`src/rtl/boot_rom_pkg.sv`:
```
// ============================================================================
// boot_rom_pkg : shared types and helpers for the boot ROM arbiter
// Rev 1.0
// ============================================================================
`default_nettype none

`ifndef ROM_ADDR_WIDTH
`define ROM_ADDR_WIDTH 12
`endif

package boot_rom_pkg;

   localparam int WAIT_CNT_W = 8;

   typedef enum logic [0:0] {
      INSTR_PRIO  = 1'b0,
      DATA_FORCED = 1'b1
   } arb_state_e;

   typedef enum logic [0:0] {
      OWNER_INSTR = 1'b0,
      OWNER_DATA  = 1'b1
   } resp_owner_e;

   // Comparing the full byte address against words*4 is the same as
   // (addr>>2) < words, and it keeps every address bit in use.
   function automatic logic addr_in_range(input logic [31:0] byte_addr,
                                          input int unsigned words);
      return byte_addr < (words * 4);
   endfunction

endpackage

`default_nettype wire

```
`src/rtl/boot_rom_starve_cnt.sv`:
```
// ============================================================================
// boot_rom_starve_cnt : data-port starvation counter and forced-priority FSM
// Rev 1.0
// ============================================================================
`default_nettype none

module boot_rom_starve_cnt
   import boot_rom_pkg::*;
#(
   parameter int MAX_WAIT = 8
) (
   input  logic clk,
   input  logic rst,
   input  logic data_req_i,
   input  logic data_gnt_i,
   output logic forced_o
);

   localparam logic [WAIT_CNT_W-1:0] C_LAST_WAIT = WAIT_CNT_W'(MAX_WAIT - 1);

   arb_state_e             state_q, state_d;
   logic [WAIT_CNT_W-1:0]  wait_cnt_q, wait_cnt_d;
   logic                   denied;

   always_ff @(posedge clk or posedge rst) begin
      if (rst) begin
         state_q    <= INSTR_PRIO;
         wait_cnt_q <= '0;
      end else begin
         state_q    <= state_d;
         wait_cnt_q <= wait_cnt_d;
      end
   end

   always_comb begin
      state_d    = state_q;
      wait_cnt_d = '0;
      denied     = data_req_i & ~data_gnt_i;

      if (denied) begin
         wait_cnt_d = wait_cnt_q + WAIT_CNT_W'(1);
      end

      case (state_q)
         INSTR_PRIO: begin
            if (denied && (wait_cnt_q == C_LAST_WAIT)) begin
               state_d = DATA_FORCED;
            end
         end
         DATA_FORCED: begin
            if (data_gnt_i || !data_req_i) begin
               state_d = INSTR_PRIO;
            end
         end
         default: state_d = INSTR_PRIO;
      endcase
   end

   assign forced_o = (state_q == DATA_FORCED);

endmodule

`default_nettype wire

```
`src/rtl/boot_rom_arb.sv`:
```
// ============================================================================
// boot_rom_arb : two-port arbiter/sequencer sharing the single-port boot ROM
// Rev 1.0
// ============================================================================
`default_nettype none

module boot_rom_arb
   import boot_rom_pkg::*;
#(
   parameter int          ADDR_WIDTH     = `ROM_ADDR_WIDTH,
   parameter int          DATA_WIDTH     = 32,
   parameter int unsigned BOOT_CODE_SIZE = 234,
   parameter int          MAX_WAIT       = 8
) (
   input  logic                  clk,
   input  logic                  rst,

   input  logic                  instr_req_i,
   input  logic [ADDR_WIDTH-1:0] instr_addr_i,
   output logic                  instr_gnt_o,
   output logic                  instr_rvalid_o,
   output logic [DATA_WIDTH-1:0] instr_rdata_o,

   input  logic                  data_req_i,
   input  logic [ADDR_WIDTH-1:0] data_addr_i,
   output logic                  data_gnt_o,
   output logic                  data_rvalid_o,
   output logic [DATA_WIDTH-1:0] data_rdata_o,
   output logic                  data_err_o,

   output logic                  rom_en_o,
   output logic [ADDR_WIDTH-3:0] rom_addr_o,
   input  logic [DATA_WIDTH-1:0] rom_rdata_i
);

   logic                  forced;
   logic                  instr_win;
   logic                  data_win;
   logic [ADDR_WIDTH-1:0] winner_addr;
   logic                  in_range;

   logic                  resp_valid_q, resp_valid_d;
   resp_owner_e           resp_owner_q, resp_owner_d;
   logic                  resp_err_q,   resp_err_d;
   logic [DATA_WIDTH-1:0] resp_data;

   boot_rom_starve_cnt #(
      .MAX_WAIT (MAX_WAIT)
   ) u_starve_cnt (
      .clk        (clk),
      .rst        (rst),
      .data_req_i (data_req_i),
      .data_gnt_i (data_gnt_o),
      .forced_o   (forced)
   );

   always_comb begin
      instr_win = 1'b0;
      data_win  = 1'b0;
      if (forced) begin
         if (data_req_i) begin
            data_win = 1'b1;
         end else if (instr_req_i) begin
            instr_win = 1'b1;
         end
      end else begin
         if (instr_req_i) begin
            instr_win = 1'b1;
         end else if (data_req_i) begin
            data_win = 1'b1;
         end
      end
   end

   // Grants are combinational from req, so reset must mask them explicitly.
   assign instr_gnt_o = instr_win & ~rst;
   assign data_gnt_o  = data_win  & ~rst;

   assign winner_addr = data_win ? data_addr_i : instr_addr_i;
   assign in_range    = addr_in_range(32'(winner_addr), BOOT_CODE_SIZE);
   assign rom_en_o    = (instr_gnt_o | data_gnt_o) & in_range;
   assign rom_addr_o  = winner_addr[ADDR_WIDTH-1:2];

   assign resp_valid_d = instr_gnt_o | data_gnt_o;
   assign resp_owner_d = data_gnt_o ? OWNER_DATA : OWNER_INSTR;
   assign resp_err_d   = ~in_range;

   always_ff @(posedge clk or posedge rst) begin
      if (rst) begin
         resp_valid_q <= 1'b0;
         resp_owner_q <= OWNER_INSTR;
         resp_err_q   <= 1'b0;
      end else begin
         resp_valid_q <= resp_valid_d;
         resp_owner_q <= resp_owner_d;
         resp_err_q   <= resp_err_d;
      end
   end

   // Out-of-range reads return zero to either port; only data sees the error.
   assign resp_data      = resp_err_q ? '0 : rom_rdata_i;

   assign instr_rvalid_o = resp_valid_q & (resp_owner_q == OWNER_INSTR);
   assign data_rvalid_o  = resp_valid_q & (resp_owner_q == OWNER_DATA);
   assign instr_rdata_o  = instr_rvalid_o ? resp_data : '0;
   assign data_rdata_o   = data_rvalid_o  ? resp_data : '0;
   assign data_err_o     = data_rvalid_o & resp_err_q;

endmodule

`default_nettype wire
```
`config.mk`:
```
export PLATFORM = sky130hd
export DESIGN_NAME = boot_rom_arb
export DESIGN_NICKNAME = d
export VERILOG_FILES = /design/src/rtl/boot_rom_pkg.sv /design/src/rtl/boot_rom_starve_cnt.sv /design/src/rtl/boot_rom_arb.sv
export SDC_FILE = /design/constraint.sdc
export NUM_CORES = 1
export LEC_CHECK = 0
export CAP_MARGIN = 20
export CORE_UTILIZATION = 28
export DETAILED_ROUTE_END_ITERATION = 8
export PLACE_DENSITY_LB_ADDON = 0.08
export REMOVE_ABC_BUFFERS = 1
export SYNTH_ARGS = -nofsm -noshare
export SYNTH_HDL_FRONTEND = slang
export SYNTH_HIERARCHICAL = 1
export SYNTH_SLANG_ARGS = --single-unit
```
`constraint.sdc`:
```
create_clock -name clk -period 1.64 [get_ports clk]
set_input_delay 0.164 -clock clk [delete_from_list [all_inputs] [get_ports clk]]
set_output_delay 0.164 -clock clk [all_outputs]
set_load 0.02 [all_outputs]
```
==> results of run 1 <==
repair_timing:
action	in CTS	in global routing
pin swaps	2	6
buffers inserted	6	1
endpoints found under the hold margin	0	0
gates resized for setup	122	65
setup endpoints to repair	80	34
power by group through the flow:
| stage | clock [W] | combinational [W] | sequential (W) |
|---|---|---|---|
| finish | 0.000314 | 0.000502 | 0.000315 |
| global route | 0.000328 | 0.000538 | 0.000316 |
| CTS | 0.000324 | 0.000470 | 0.000315 |
| detailed placement | 0 | 0.000488 | 0.000319 |
| global placement | 0 | 0.000488 | 0.000318 |
| floorplan | 0 | 0.000193 | 0.000323 |
cells by family (layout without fill, tap and decap cells):
kind of cell	Yosys count	after routing	synth area share, %
simple gates	124	124	48.4
buf+inv	16	159	5.41
compound gates	13	13	7.66
mux	12	12	10.8
flops	12	12	24.5
xor+xnor	3	3	2.15
fa+ha+maj	1	1	1.02
state kept, by name (all words and copies together), names as in the netlist:
name and count:
resp_err_q 1, resp_owner_q 1, resp_valid_q 1, u_starve_cnt/forced_o 1, u_starve_cnt/wait_cnt_q 8
layer usage:
metal  vias to the layer above  global-route usage (%)
met4                         0                    7.03
met1                       738                    18.2
met5                         -                       0
met2                        99                    36.6
li1                        862                       -
met3                        10                    4.17
stage by stage:
stage / total power [W] / cell area (um2)
2_1_floorplan: 0.000516 / 1180
3_3_place_gp: 0.000807 / 2710
3_5_place_dp: 0.000807 / 2710
4_1_cts: 0.00111 / 2710
5_1_grt: 0.00118 / 2810
6_report: 0.00113 / 2810
Yosys cell counts, types with 2 or more instances:
master | instances | share of area [%]
nand2_1 | 3 | 0.92
inv_1 | 4 | 1.2
xor2_1 | 2 | 1.4
or3_1 | 3 | 1.5
o21ai_0 | 3 | 1.2
buf_2 | 2 | 0.82
nor2_1 | 73 | 22
a21oi_1 | 3 | 1.2
mux2_2 | 10 | 9.2
clkbuf_1 | 8 | 2.5
nand2b_1 | 34 | 17
nand3_1 | 3 | 1.2
mux2i_1 | 2 | 1.6
dfrtp_1 | 12 | 25
o2111ai_1 | 2 | 1.4
o21a_1 | 3 | 1.8
final cells by class:
cell class / count / area, um2 / area share, %
clock buffers: 4 / 55.1 / 1.96
inverters: 5 / 18.8 / 0.669
multi-input cells: 153 / 910 / 32.4
flip-flops and latches: 12 / 300 / 10.7
well taps: 50 / 62.6 / 2.23
repair buffers: 150 / 1460 / 52.0
worst paths after layout:
check	cells past startpoint	end	slack, ps	from
worst max-delay path	5	rom_addr_o[6]	-60	u_starve_cnt/forced_o
worst min-delay path	3	resp_valid_q	350	instr_req_i
worst max register to register	6	u_starve_cnt/wait_cnt_q[5]	210	u_starve_cnt/forced_o
worst min register to register	1	u_starve_cnt/wait_cnt_q[0]	470	u_starve_cnt/wait_cnt_q[0]
max in group asynchronous	3	u_starve_cnt/wait_cnt_q[5]	920	rst
min in group asynchronous	3	resp_valid_q	360	rst
critical path: stages, from the launching register on:
cell	delay, ps
dfrtp_1	410
o21ai_4	190
buf_6	160
buf_4	110
mux2_4	290
buf_6	130
==> impl_metrics.tcl, run 1 <==
set metrics [dict create \
    outcome "complete, but fails checks" \
    violations "setup timing" \
    highest_layer "met4" \
    syn_inst 181 \
    finalCritPeriodShare_pct 103 \
    ys_types 30 \
    skew_ps 3.97 \
    die_area_mm2 0.00464 \
    instances_no_fill 374 \
    fmax_ghz 0.590 \
    post-route-util_pct 68.7 \
    mostFrequentLayoutCells "nor2_1, clkdlybuf4s50_1, dlygate4sd2_1, nand2b_1, clkdlybuf4s15_1" \
    max-clock-path-buffers 2 \
    startpoint_type "flop" \
    ys_async_sr_fraction_pct 100 \
    die_h_um 68.1 \
    post-place-ws_ps -503 \
    maxCapViolations 0 \
    p_clk_share_pct 27.8 \
    vias_per_cell 4.57 \
    arrival_ps 1530 \
    vias 1709 \
    final.setup.tns_ps -169 \
    timing.hold.ws_ps 351 \
    wl_per_cell_um 12.6 \
    met2WireLength_mm 2.40 \
    p_seq_share_pct 27.8 \
    drive_above_1_share_pct 15.7 \
    switching_share_pct 29.0 \
    grt_util_all_layers_pct 18.5 \
    yosys_warnings 6 \
    min_period_ps 1700 \
    area_growth_syn_to_layout_pct 129 \
    cts_hold_buf 0 \
    routabilityCongestion 0.749 \
    final_nets 386 \
    syn_area_mm2 0.00122 \
    rsz0062_at_grt "true" \
    numCtsBuffers 3 \
    p_int_w 0.000803 \
    dp_hpwl_mm 3.64 \
    antenna_found_initial 0 \
    fillers 351 \
    drc_errors 0 \
    avgSynthCellArea_um2 6.77 \
    setup_slack_ps -55.3 \
    p_sw_w 0.000328 \
    grt_pass1_vias 1454 \
    ys_seq_area_share_pct 24.5 \
    dp.cells 366 \
    met1_length_mm 1.68 \
    max-vdd-ir-drop_mv 0.389 \
    cts_sinks 12 \
    synth_edf_count 0 \
    tritoncts "yes" \
    antenna_cells 0 \
    cts.htree.levels 1 \
    insertion_delay_ps 240 \
    slew_headroom_pct 76.5 \
    layout.cells.most_common "nor2_1" \
    crit_fanout 7 \
    power_density_mw_per_mm2 403 \
    cts_root_buf "clkbuf_8" \
    drtPass1Iterations 4 \
    io_pins 140 \
    die_x_um 68.1 \
    setup_viol 4 \
    cp.required_ps 1480 \
    hold_class "input pin to flop" \
    drv_slew 0 \
    grt_max_degree 34 \
    grt_pass1_wl_mm 6.51 \
    end_kind "primary output" \
    combPwrFrac_pct 44.4 \
    rows 23 \
    wirelength_mm 4.73 \
    core_mm2 0.00409 \
    synth_seq_cells 12 \
    overflow 0 \
    cts.clk_slew.worst_paths_ps 50 \
    dr.first_iter.drc_count 46 \
    synthFlopType "dfrtp_1" \
    p_leak_nw 1.42 \
    ant_nets 0 \
    hold_viol_final 0 \
    dr_wl_met3_um 535 \
    tightest_slew_ps 352 \
    portBuffers 135 \
    worstSetupPathType "flop to primary output" \
    initial_core_util_pct 30.0 \
]
No activity file was read; power rests on OpenSTA's default activity.
==> run 2, diff against run 1 <==
--- a/config.mk
+++ b/config.mk
@@ -10,6 +10,7 @@
 export DETAILED_ROUTE_END_ITERATION = 8
 export PLACE_DENSITY_LB_ADDON = 0.08
 export REMOVE_ABC_BUFFERS = 1
+export SETUP_SLACK_MARGIN = 0.15
 export SYNTH_ARGS = -nofsm -noshare
 export SYNTH_HDL_FRONTEND = slang
 export SYNTH_HIERARCHICAL = 1
==> impl_metrics.tcl, run 2 (same netlist as run 1, synthesis figures left out) <==
set metrics [dict create \
    vias_per_cell 4.64 \
    slowest_delay_ps 410 \
    antenna_cells 0 \
    slew_headroom_pct 76.4 \
    fillers 387 \
    io_pins 140 \
    cts_root_buf "clkbuf_8" \
    cts_sinks 12 \
    ant_nets 0 \
    core_mm2 0.00409 \
    wirelength_mm 4.94 \
    outcome "finished, final reports clean" \
    tritoncts "yes" \
    instances_no_fill 373 \
    final_nets 385 \
    startpoint_type "flop" \
    die_h_um 68.1 \
    finalCritPeriodShare_pct 99.1 \
    portBuffers 135 \
    max-clock-path-buffers 2 \
    hold_viol_final 0 \
    worstSetupPathType "flop to primary output" \
    antenna_found_initial 0 \
    grt_pass1_vias 1517 \
    insertion_delay_ps 240 \
    cts.clk_slew.worst_paths_ps 50 \
    maxCapViolations 0 \
    placed_area_mm2 0.00271 \
    end_kind "primary output" \
    grt_max_degree 34 \
    cts.htree.levels 1 \
    top_register "u_starve_cnt/wait_cnt_q" \
    dr.first_iter.drc_count 44 \
    arrival_ps 1460 \
    die_x_um 68.1 \
    rsz0062_at_grt "true" \
    drc_errors 0 \
    setup_viol 0 \
    cp.required_ps 1480 \
    largest_reg_flops 8 \
    grt_util_all_layers_pct 20.0 \
    numCtsBuffers 3 \
    final.setup.tns_ps 0 \
    mostFrequentLayoutCells "nor2_1, buf_2, clkdlybuf4s50_1, nand2b_1, buf_6" \
    crit_fanout 3 \
    multi_input_area_um2 960 \
    cp_slowest_cell "dfrtp_1" \
    wl_per_cell_um 13.3 \
    drv_slew 0 \
    tightest_slew_ps 353 \
    power_density_mw_per_mm2 438 \
    min_period_ps 1620 \
    drtPass1Iterations 4 \
    dp.cells 366 \
    power_w 0.00114 \
    max-vdd-ir-drop_mv 0.412 \
    rows 23 \
    path_cells "o21ai_4, buf_6, mux2i_4, nor4_2, buf_2" \
    grt_pass1_wl_mm 6.98 \
    fmax_ghz 0.615 \
    initial_core_util_pct 30.0 \
    stdcell_area_mm2 0.00260 \
    skew_ps 1.56 \
    overflow 0 \
    routabilityCongestion 0.749 \
    layout.cells.most_common "nor2_1" \
    seq_area_um2 300 \
    die_area_mm2 0.00464 \
    vias 1731 \
    cts_hold_buf 0 \
    area_growth_syn_to_layout_pct 112 \
    hold_class "input pin to flop" \
    p_leak_nw 1.32 \
    drive_above_1_share_pct 37.5 \
    dp_hpwl_mm 3.64 \
]
-- run 2: changes by cell type in the layout (fill, tap and decap cells not counted), sizes merged --
cell	delta
dlygate4sd2	-41
clkdlybuf4s50	+1
buf	+66
clkbuf	-3
dlymetal6s2s	-5
clkdlybuf4s15	-19
-- run 2: final timing paths --
kind	to	slack, ps	start	depth (start not counted)
min reg2reg	u_starve_cnt/wait_cnt_q[0]	470	u_starve_cnt/wait_cnt_q[0]	1
min	resp_valid_q	350	instr_req_i	3
min in group asynchronous	resp_owner_q	360	rst	3
max in group asynchronous	u_starve_cnt/wait_cnt_q[5]	920	rst	3
max	rom_en_o	20	u_starve_cnt/forced_o	5
max reg2reg	u_starve_cnt/wait_cnt_q[7]	260	u_starve_cnt/forced_o	6
-- run 2: per-layer routing --
| metal | vias to the layer above | track usage [%] | routed length (um) |
|---|---|---|---|
| li1 | 865 | - | - |
| met1 | 758 | 20.7 | 1730 |
| met2 | 98 | 38.6 | 2510 |
| met3 | 10 | 4.67 | 579 |
| met4 | 0 | 7.03 | 119 |
| met5 | - | 0 | 0 |
-- run 2: repair_timing --
action / CTS / global route
pin swaps: 6 / 3
endpoints found under the setup margin: 84 / 51
cloned: 1 / 0
buffers inserted: 1 / 1
resized for setup: 340 / 36
-- run 2: worst max-delay path: cells and delay by family (launching register included) --
| family | cells | cell delay, ps |
|---|---|---|
| AND/OR/NAND/NOR | 1 | 210 |
| buffers and inverters | 2 | 340 |
| flip-flops | 1 | 410 |
| AO/OA/AOI/OAI | 1 | 190 |
| multiplexers | 1 | 60 |
-- run 2: cell type report --
type / instances / share of cell area, %
repair buffers: 149 / 46.3
flip-flops and latches: 12 / 11.6
multi-input cells: 153 / 36.9
inverters: 5 / 0.722
clock buffers: 4 / 2.12
well taps: 50 / 2.41
-- run 2: power by group --
part	internal (W)	leakage (nW)	switching, W
sequential	0.000307	0.159	0.00000946
clock	0.000212	0.0288	0.000104
combinational	0.000284	1.13	0.000223
-- run 2: metrics by stage --
step	util, %	hold WS (ps)	setup WS, ps
2_1_floorplan	-	-82.4	106
3_3_place_gp	66.4	452	-489
3_5_place_dp	66.4	450	-503
4_1_cts	64.1	346	-57.1
5_1_grt	63.6	378	-66.0
6_report	63.6	347	15.2
